<file path="src/rtl/clap_pattern_detector.sv">
// Clap pattern detector: counts a train of acoustic claps on the mic sample
// stream, each gap bounded by a [MIN_GAP, MAX_GAP] window, and toggles the
// home light state with a one-cycle pulse once CLAP_COUNT claps are seen.
module clap_pattern_detector #(
    parameter int unsigned SAMPLE_W   = 10,
    parameter int unsigned CLAP_COUNT = 2,
    parameter int unsigned THRESH     = 770,
    parameter int unsigned HYST       = 64,
    parameter int unsigned MIN_GAP    = 12000000,
    parameter int unsigned MAX_GAP    = 96000000,
    parameter int unsigned LOCKOUT    = 96000000,
    parameter int unsigned CNT_W      = 32
) (
    input  logic                clk_48,
    input  logic                rst,
    input  logic [SAMPLE_W-1:0] mic_sample,
    input  logic [SAMPLE_W-1:0] thresh_in,
    input  logic                use_thresh_in,
    output logic                home_state,
    output logic                toggle_pulse,
    output logic [3:0]          clap_cnt,
    output logic [3:0]          debug
);

    typedef enum logic [2:0] {
        StIdle     = 3'd0,
        StGapMin   = 3'd1,
        StWaitNext = 3'd2,
        StToggle   = 3'd3,
        StLockout  = 3'd4
    } state_e;

    localparam logic [SAMPLE_W-1:0] ThreshDef  = SAMPLE_W'(THRESH);
    localparam logic [CNT_W-1:0]    MinGapCnt  = CNT_W'(MIN_GAP);
    localparam logic [CNT_W-1:0]    MaxGapCnt  = CNT_W'(MAX_GAP);
    localparam logic [CNT_W-1:0]    LockoutCnt = CNT_W'(LOCKOUT);
    localparam logic [3:0]          ClapTarget = 4'(CLAP_COUNT);

    state_e              state_q, state_d;
    logic [CNT_W-1:0]    timer_q, timer_d;
    logic [3:0]          clap_cnt_q, clap_cnt_d;
    logic                armed_q, armed_d;
    logic                home_state_q, home_state_d;
    logic                toggle_pulse_q, toggle_pulse_d;

    logic [SAMPLE_W-1:0] thresh;
    logic [SAMPLE_W-1:0] release_lvl;
    logic                clap_event;
    logic [3:0]          clap_cnt_inc;

    // Active threshold and the hysteresis release level (saturates at zero).
    always_comb begin
        thresh = use_thresh_in ? thresh_in : ThreshDef;
        if (32'(thresh) > HYST) begin
            release_lvl = SAMPLE_W'(32'(thresh) - HYST);
        end else begin
            release_lvl = '0;
        end
    end

    // Edge detector: one event per excursion above thresh, re-armed below release.
    always_comb begin
        clap_event = armed_q && (mic_sample > thresh);
        armed_d    = armed_q;
        if (clap_event) begin
            armed_d = 1'b0;
        end else if (!armed_q && (mic_sample < release_lvl)) begin
            armed_d = 1'b1;
        end
    end

    assign clap_cnt_inc = clap_cnt_q + 4'd1;

    // Pattern FSM next-state, timer and clap counter.
    always_comb begin
        state_d    = state_q;
        timer_d    = timer_q;
        clap_cnt_d = clap_cnt_q;
        case (state_q)
            StIdle: begin
                if (clap_event) begin
                    clap_cnt_d = 4'd1;
                    if (CLAP_COUNT == 1) begin
                        state_d = StToggle;
                    end else begin
                        state_d = StGapMin;
                        timer_d = MinGapCnt;
                    end
                end
            end
            StGapMin: begin
                // Claps arriving here are consumed by the edge detector but not counted.
                if (timer_q == '0) begin
                    state_d = StWaitNext;
                    timer_d = MaxGapCnt;
                end else begin
                    timer_d = timer_q - 1'b1;
                end
            end
            StWaitNext: begin
                // Timeout takes priority over a clap landing on the same cycle.
                if (timer_q == '0) begin
                    state_d    = StIdle;
                    clap_cnt_d = 4'd0;
                end else begin
                    timer_d = timer_q - 1'b1;
                    if (clap_event) begin
                        clap_cnt_d = clap_cnt_inc;
                        if (clap_cnt_inc == ClapTarget) begin
                            state_d = StToggle;
                        end else begin
                            state_d = StGapMin;
                            timer_d = MinGapCnt;
                        end
                    end
                end
            end
            StToggle: begin
                clap_cnt_d = 4'd0;
                timer_d    = LockoutCnt;
                state_d    = StLockout;
            end
            StLockout: begin
                if (timer_q == '0) begin
                    state_d = StIdle;
                end else begin
                    timer_d = timer_q - 1'b1;
                end
            end
            default: begin
                state_d = StIdle;
            end
        endcase
    end

    // Light state flips and the pulse fires on the edge leaving StToggle.
    always_comb begin
        toggle_pulse_d = (state_q == StToggle);
        home_state_d   = home_state_q ^ toggle_pulse_d;
    end

    // State registers with asynchronous active-high reset.
    always_ff @(posedge clk_48 or posedge rst) begin
        if (rst) begin
            state_q        <= StIdle;
            timer_q        <= '0;
            clap_cnt_q     <= 4'd0;
            armed_q        <= 1'b1;
            home_state_q   <= 1'b0;
            toggle_pulse_q <= 1'b0;
        end else begin
            state_q        <= state_d;
            timer_q        <= timer_d;
            clap_cnt_q     <= clap_cnt_d;
            armed_q        <= armed_d;
            home_state_q   <= home_state_d;
            toggle_pulse_q <= toggle_pulse_d;
        end
    end

    assign home_state   = home_state_q;
    assign toggle_pulse = toggle_pulse_q;
    assign clap_cnt     = clap_cnt_q;
    assign debug        = {armed_q, state_q};

endmodule

</file>
<file path="config.mk">
export PLATFORM = sky130hd
export DESIGN_NAME = clap_pattern_detector
export DESIGN_NICKNAME = d
export VERILOG_FILES = /design/src/rtl/clap_pattern_detector.sv
export SDC_FILE = /design/constraint.sdc
export NUM_CORES = 1
export LEC_CHECK = 0
export CAP_MARGIN = 10
export CORE_AREA = 8 8 89 91
export CTS_BUF_LIST = sky130_fd_sc_hd__clkbuf_16
export DETAILED_ROUTE_END_ITERATION = 6
export DIE_AREA = 0 0 97 99
export PLACE_DENSITY = 0.73
export SYNTH_ARGS = -nofsm -noshare
export SYNTH_HDL_FRONTEND = slang
export SYNTH_SLANG_ARGS = --single-unit
</file>
<file path="constraint.sdc">
create_clock -name clk_48 -period 2.69 [get_ports clk_48]
set_input_delay 0.4035 -clock clk_48 [delete_from_list [all_inputs] [get_ports clk_48]]
set_output_delay 0.4035 -clock clk_48 [all_outputs]
set_load 0.02 [all_outputs]
</file>
==> metrics.md, run 1 <==
| Metric | Value |
|---|---|
| Worst Reg-to-Reg Cells | `9` |
| F_max | `341 MHz` |
| First-pass GRT wire length | `about 17000 µm` |
| FF-to-FF setup slack | `-0.24 ns` |
| R2R Path Start | `timer_q[14]` |
| Hold Startpoint | `home_state` |
| Clock Tree Buf Depth | `2` |
| Critical path type | `reg -> reg` |
| Fin crit share | `109%` |
| Global router's overall resource usage | `21.3%` |
| HP Class | `reg -> reg` |
| Routability cong. | `0.912` |
| Initial antenna violation count | `1` |
| Final min period | `2.93 ns` |
| Worst-Skew Late Latency | `just under 0.3 ns` |
| CP Depth | `9` |
| Crit path max fanout | `7` |
| H-tree Lvls | `2` |
| Die X | `97 µm` |
| Leakage | `~0.0021 µW` |
| Detailed Place HPWL | `7180 µm` |
| Yosys top cell area share | `about a third` |
| Clk slew on worst S/H paths | `0.06 ns` |
| Largest net degree at the start of global routing | `43` |
| Clk_skew | `0.00417 ns` |
| WL final | `around 12000 µm` |
| Failing checks | `setup timing` |
| Yosys cell types | `68` |
| Worst stage delay on the critical path | `0.56 ns` |
| CP Launch Type | `flip-flop` |
| Final net count | `approximately 560` |
| Post-CTS Hold Buffers | `0` |
| Sink Count | `42` |
| Ys Warns | `0` |
| Asr flop ratio synth | `100%` |
| Flops & latches, synth | `42` |
| # setup viols final | `23` |
| DRT Pass-1 Iters | `5` |
| Antenna viol nets, final | `0` |
| Worst Path Arrival | `3.16 ns` |
| DRC | `0` |
| RSZ-0062 raised after global routing | `true` |
| Post-synth top area cell | `dfrtp_1` |
| TritonCTS Buffers | `5` |
| Post-Synthesis Cells | `385` |
| Worst setup margin | `-0.242 ns` |
| Slowest-stage cell, CP | `or4_4` |
| Critical Path End Type | `flip-flop` |
| DR iter-0 viols | `421` |
| Min Hold Slack | `0.489 ns` |
| Hold depth | `1` |
| Worst-margin pin slew | `0.625 ns` |
| CTS tree | `yes` |
| Seq/Total Area, Yosys | `33.1%` |
| Top_reg_cell synth | `dfrtp_1` |
| Die Y | `just under 100 µm` |
| Crit path cell chain | `or3_1, or4_4, or4_4, buf_4, nand2_4, o311ai_2, buf_4, a41oi_2, o21a_1` |
| Outcome | `finished, violations left` |
| Via density | `6.53` |
| WP buf/inv | `2` |
| Initial Utilization | `48.4%` |
| Clock Tree Root | `clkbuf_16` |
| P&R area growth vs syn | `57.8%` |
| Die ar. | `9600 µm²` |
| Relative slew slack | `58.2%` |
| Worst setup startpoint | `timer_q[14]` |
| Hold Fails Final Rpt | `0` |
| CORE AREA | `6570 µm²` |
| Peak supply drop | `~0.00035 V` |
| Vias in the first global route | `3795` |
| Leading post-synthesis cells by cell area | `dfrtp_1 32%, ha_1 9.1%, nor2_1 5.3%` |
| Most common library cells after synthesis | `45 x nor2_1, 43 x nand2_1, 41 x dfrtp_1, 31 x a21oi_1, 28 x o21ai_0` |
| Routed WL per cell | `19.9 µm` |
| Routed vias | `3899` |
| # rows | `30` |
| Syn avg cell area | `a little over 8 µm²` |
| Post-synth EDFFs | `0` |
| Mapped Nets | `between 400 and 500` |
| P per Cell Area | `315 nW/µm²` |
| Post-Syn Area | `~3200 µm²` |
| CP Data Required Time | `2.92 ns` |
| PortBufs | `32` |
| I/O pins | `33` |
| Total grt overflow | `0` |
| Layout cell share with drive strength beyond 1 | `approximately two fifths` |
| Max Cap Viol | `0` |
| CP delay by family, top | `simple AND/OR/NAND/NOR gates` |
| Setup tns final | `-2.49 ns` |
| Count of pins over their slew limit | `0` |
| Count leader, synth | `nor2_1` |
[worst paths after layout]
kind / to
worst max-delay path: timer_q[8]
worst min-delay path: home_state
worst max register to register: timer_q[8]
worst min register to register: home_state
max in group asynchronous: armed_q
min in group asynchronous: timer_q[0]
[cell families after synthesis]
group           Yosys count  share of synthesized area, %
mux                       1                         0.315
xor+xnor                  3                         0.827
simple gates            161                          25.7
compound gates          130                          27.6
fa+ha+maj                23                          9.05
buf+inv                  25                          3.38
flops                    42                          33.1
[report_power, final]
group / total (µW) / switching [µW] / leakage [µW] / internal, µW
registers: 647 / 7.27 / 0.000498 / 640
logic: 345 / 175 / 0.00154 / 170
clock network: 587 / 251 / 0.0000724 / 336
total: 1580 / 433 / 0.00211 / 1140
[sequential cells by signal, indices dropped and copies added (netlist names)]
register	flops
home_state	1
state_q	3
timer_q	32
toggle_pulse	1
clap_cnt	4
armed_q	1
[cells in the final DEF, fill, tap and decap left out, types with 6 or more instances in the layout]
master	netlist	routed
a21oi_2	1	14
nor2_1	45	40
or4_4	3	7
o21ai_1	5	8
o22a_1	6	6
nor3_1	10	8
buf_4	1	86
nand4_1	7	7
o21ai_0	28	13
o21a_1	6	6
o21ai_2	3	14
nand2_2	0	7
ha_4	0	6
buf_6	1	15
a22o_1	7	7
ha_1	23	16
nand3_1	9	9
inv_1	12	9
a21oi_1	31	16
nor4_1	8	6
dfrtp_1	41	41
clkdlybuf4s50_1	0	22
nand2_1	43	34
[area by class of cell]
type | count | area, µm²
inverter | 12 | 50.0
timing repair buffer | 135 | 1180
fill | 397 | 1550
sequential | 42 | 1050
clock inverter | 3 | 12.5
clock buffer | 5 | 125
antenna | 1 | 2.50
multi-input combinational | 319 | 2490
tap | 80 | 100
[per-layer routing]
| layer | track usage, % | part of all wire, % |
|---|---|---|
| met2 | 38.0 | 49 |
| met5 | 0 | 0 |
| met1 | 23.9 | 38 |
| met3 | 3.36 | 8.1 |
| met4 | 10.8 | 5.7 |
[timing repair]
item,4_1_cts,5_1_grt
pin swaps,31,39
gates cloned,2,0
resized for setup,70,62
setup buffers,11,6
setup endpoints to repair,37,37
[per-stage QoR]
| step | instances | utilization [%] | setup WS [ns] | cell area, µm² | total power (µW) |
|---|---|---|---|---|---|
| finish | 597 | 76.4 | -0.242 | 5020 | 1580 |
| floorplan | 385 | - | -0.0873 | 3240 | 790 |
| CTS | 593 | 72.5 | -0.123 | 4760 | 1530 |
| global route | 597 | 76.4 | -0.287 | 5020 | 1630 |
| detailed placement | 572 | 64.8 | -0.590 | 4260 | 916 |
| global placement | 572 | 64.8 | -0.487 | 4260 | 905 |
No activity file was read; power rests on OpenSTA's default activity.
==> inputs of run 2 (changes only) <==
--- a/config.mk
+++ b/config.mk
@@ -5,6 +5,7 @@
 export SDC_FILE = /design/constraint.sdc
 export NUM_CORES = 1
 export LEC_CHECK = 0
+export ABC_CLOCK_PERIOD_IN_PS = 2690
 export CAP_MARGIN = 10
 export CORE_AREA = 8 8 89 91
 export CTS_BUF_LIST = sky130_fd_sc_hd__clkbuf_16
==> results of run 2 <==
Same layout as run 1: the final DEF is identical, and so are final timing and power.
==> inputs of run 3 (changes only) <==
--- a/config.mk
+++ b/config.mk
@@ -6,12 +6,12 @@
 export NUM_CORES = 1
 export LEC_CHECK = 0
 export ABC_CLOCK_PERIOD_IN_PS = 2690
-export CAP_MARGIN = 10
-export CORE_AREA = 8 8 89 91
+export CORE_AREA = 2 2 83 85
 export CTS_BUF_LIST = sky130_fd_sc_hd__clkbuf_16
 export DETAILED_ROUTE_END_ITERATION = 6
-export DIE_AREA = 0 0 97 99
+export DIE_AREA = 0 0 85 87
 export PLACE_DENSITY = 0.73
+export SETUP_SLACK_MARGIN = 0.3
 export SYNTH_ARGS = -nofsm -noshare
 export SYNTH_HDL_FRONTEND = slang
 export SYNTH_SLANG_ARGS = --single-unit
==> metrics.md, run 3 (synthesis results as in run 1) <==
| Metric | Value |
|---|---|
| Setup tns final | `-3.95 ns` |
| Via density | `between 6 and 7` |
| Leakage | `0.00217 µW` |
| # setup viols final | `32` |
| Vias in the first global route | `3780` |
| Clock Tree Buf Depth | `2` |
| Max Cap Viol | `0` |
| CP Launch Type | `flip-flop` |
| Worst Path Arrival | `just over 3 ns` |
| Ant. Diodes | `0` |
| Clk_skew | `0.00476 ns` |
| Final Util | `between 70% and 80%` |
| Final net count | `approximately 570` |
| CP Data Required Time | `about 2.9 ns` |
| Clk slew on worst S/H paths | `0.06 ns` |
| Relative slew slack | `around 45%` |
| Register area | `1050 µm²` |
| Failing checks | `setup timing` |
| Worst stage delay on the critical path | `0.55 ns` |
| Layout cell share with drive strength beyond 1 | `41.6%` |
| Total grt overflow | `0` |
| Slowest-stage cell, CP | `or4_4` |
| Detailed Place HPWL | `7080 µm` |
| Die Y | `roughly 87 µm` |
| Most flops, register | `timer_q` |
| I/O pins | `33` |
| Crit path to | `timer_q[13]` |
| Antenna viol nets, final | `0` |
| DRC | `0` |
| Critical path type | `reg -> reg` |
| # rows | `30` |
| DR iter-0 viols | `roughly 450` |
| Routability cong. | `0.879` |
| PortBufs | `32` |
| R2R Path Start | `timer_q[9]` |
| H-tree Lvls | `2` |
| TritonCTS Buffers | `5` |
| Met1 WL | `4710 µm` |
| P&R area growth vs syn | `62.1%` |
| Count of pins over their slew limit | `0` |
| CORE AREA | `around 6600 µm²` |
| Largest net degree at the start of global routing | `24` |
| Fillers | `388` |
| CP delay by family, top | `simple AND/OR/NAND/NOR gates` |
| Initial antenna violation count | `0` |
| Final min period | `about 2.9 ns` |
| Most common cell after layout, fill and taps aside | `buf_4` |
| Total chip power | `1570 µW` |
| Worst Reg-to-Reg Cells | `11` |
| Met2 WL post-DR | `6020 µm` |
| Sink Count | `42` |
| Die X | `85 µm` |
| Initial Utilization | `48.4%` |
| CTS tree | `yes` |
| WP buf/inv | `4` |
| Hold Fails Final Rpt | `0` |
| Worst-Skew Late Latency | `0.28 ns` |
| Critical Path End Type | `flip-flop` |
| Clock Tree Root | `clkbuf_16` |
| Crit path cell chain | `or4_4, or4_4, buf_6, buf_12, nor3_4, a21oi_2, a21oi_1, buf_4, buf_12, o21ai_2, a22o_1` |
| Routed wl met3 | `roughly 870 µm` |
| Worst setup margin | `-0.199 ns` |
| Crit path max fanout | `6` |
| R2r endpoint | `timer_q[13]` |
| HP Class | `reg -> reg` |
| P per Cell Area | `304 nW/µm²` |
| CP Depth | `11` |
| Die ar. | `7400 µm²` |
| Multi-input logic area | `2510 µm²` |
| Fin crit share | `107%` |
| Routed WL per cell | `a little over 20 µm` |
| F_max | `346 MHz` |
| Max reg flops | `32` |
| Outcome | `finished, violations left` |
| DR top layer | `met4` |
| Peak supply drop | `about 0.00035 V` |
| WL final | `12300 µm` |
| FF-to-FF setup slack | `-0.20 ns` |
| Pre-CTS setup slack | `-0.611 ns` |
| Global router's overall resource usage | `30.6%` |
| Worst setup startpoint | `timer_q[9]` |
| Commonest non-fill, non-tap cells in the layout | `91 x buf_4, 41 x dfrtp_1, 37 x nor2_1` |
| RSZ-0062 raised after global routing | `true` |
| Worst-margin pin slew | `0.820 ns` |
| DRT Pass-1 Iters | `6` |
| Routed vias | `~4000` |
| First-pass GRT wire length | `18000 µm` |
[run 3: area by class of cell]
type / instances / share of cell area [%]
clock buffer: 5 / 2.43
clock inverter: 3 / 0.340
inverter: 12 / 1.02
multi-input combinational: 319 / 48.7
sequential: 42 / 20.4
tap: 80 / 1.94
timing repair buffer: 146 / 25.1
[run 3: worst min-delay path by stage]
| stage | start | end | cells past startpoint |
|---|---|---|---|
| after floorplan | timer_q[30] | timer_q[30] | 1 |
| after global placement | home_state | home_state | 1 |
| after detailed placement | home_state | home_state | 1 |
| after CTS | home_state | home_state | 1 |
| after global routing | home_state | home_state | 1 |
| final | home_state | home_state | 1 |
[run 3: what timing repair did]
item	CTS	global route
buffers inserted	23	5
setup endpoints to repair	40	40
hold buffers	0	0
gates resized for setup	122	31
hold endpoints to repair	0	0
pin swaps	35	28
gates cloned	3	1
[run 3: layer usage]
| layer | track usage [%] | vias up |
|---|---|---|
| li1 | - | 1737 |
| met5 | 0 | - |
| met1 | 37.2 | 1892 |
| met4 | 14.4 | 0 |
| met3 | 4.55 | 60 |
| met2 | 53.3 | 222 |
[run 3: stage by stage]
step	cells	hold WS, ns	cell area, µm²
2_1_floorplan	385	0.449	3290
3_3_place_gp	567	0.462	4260
3_5_place_dp	567	0.467	4260
4_1_cts	601	0.476	5030
5_1_grt	607	0.513	5150
6_report	607	0.472	5150
[run 3: power by group]
group	switching, µW	total, µW	internal (µW)
combinational	166	325	159
sequential	7.58	647	639
clock	257	598	341
[run 3: worst register-to-register path: stages, from the launching register on]
cell and delay, ns:
dfrtp_1 0.40, or4_4 0.55, or4_4 0.45, buf_6 0.15, buf_12 0.12, nor3_4 0.20, a21oi_2 0.11, a21oi_1 0.19
buf_4 0.22, buf_12 0.14, o21ai_2 0.05, a22o_1 0.21
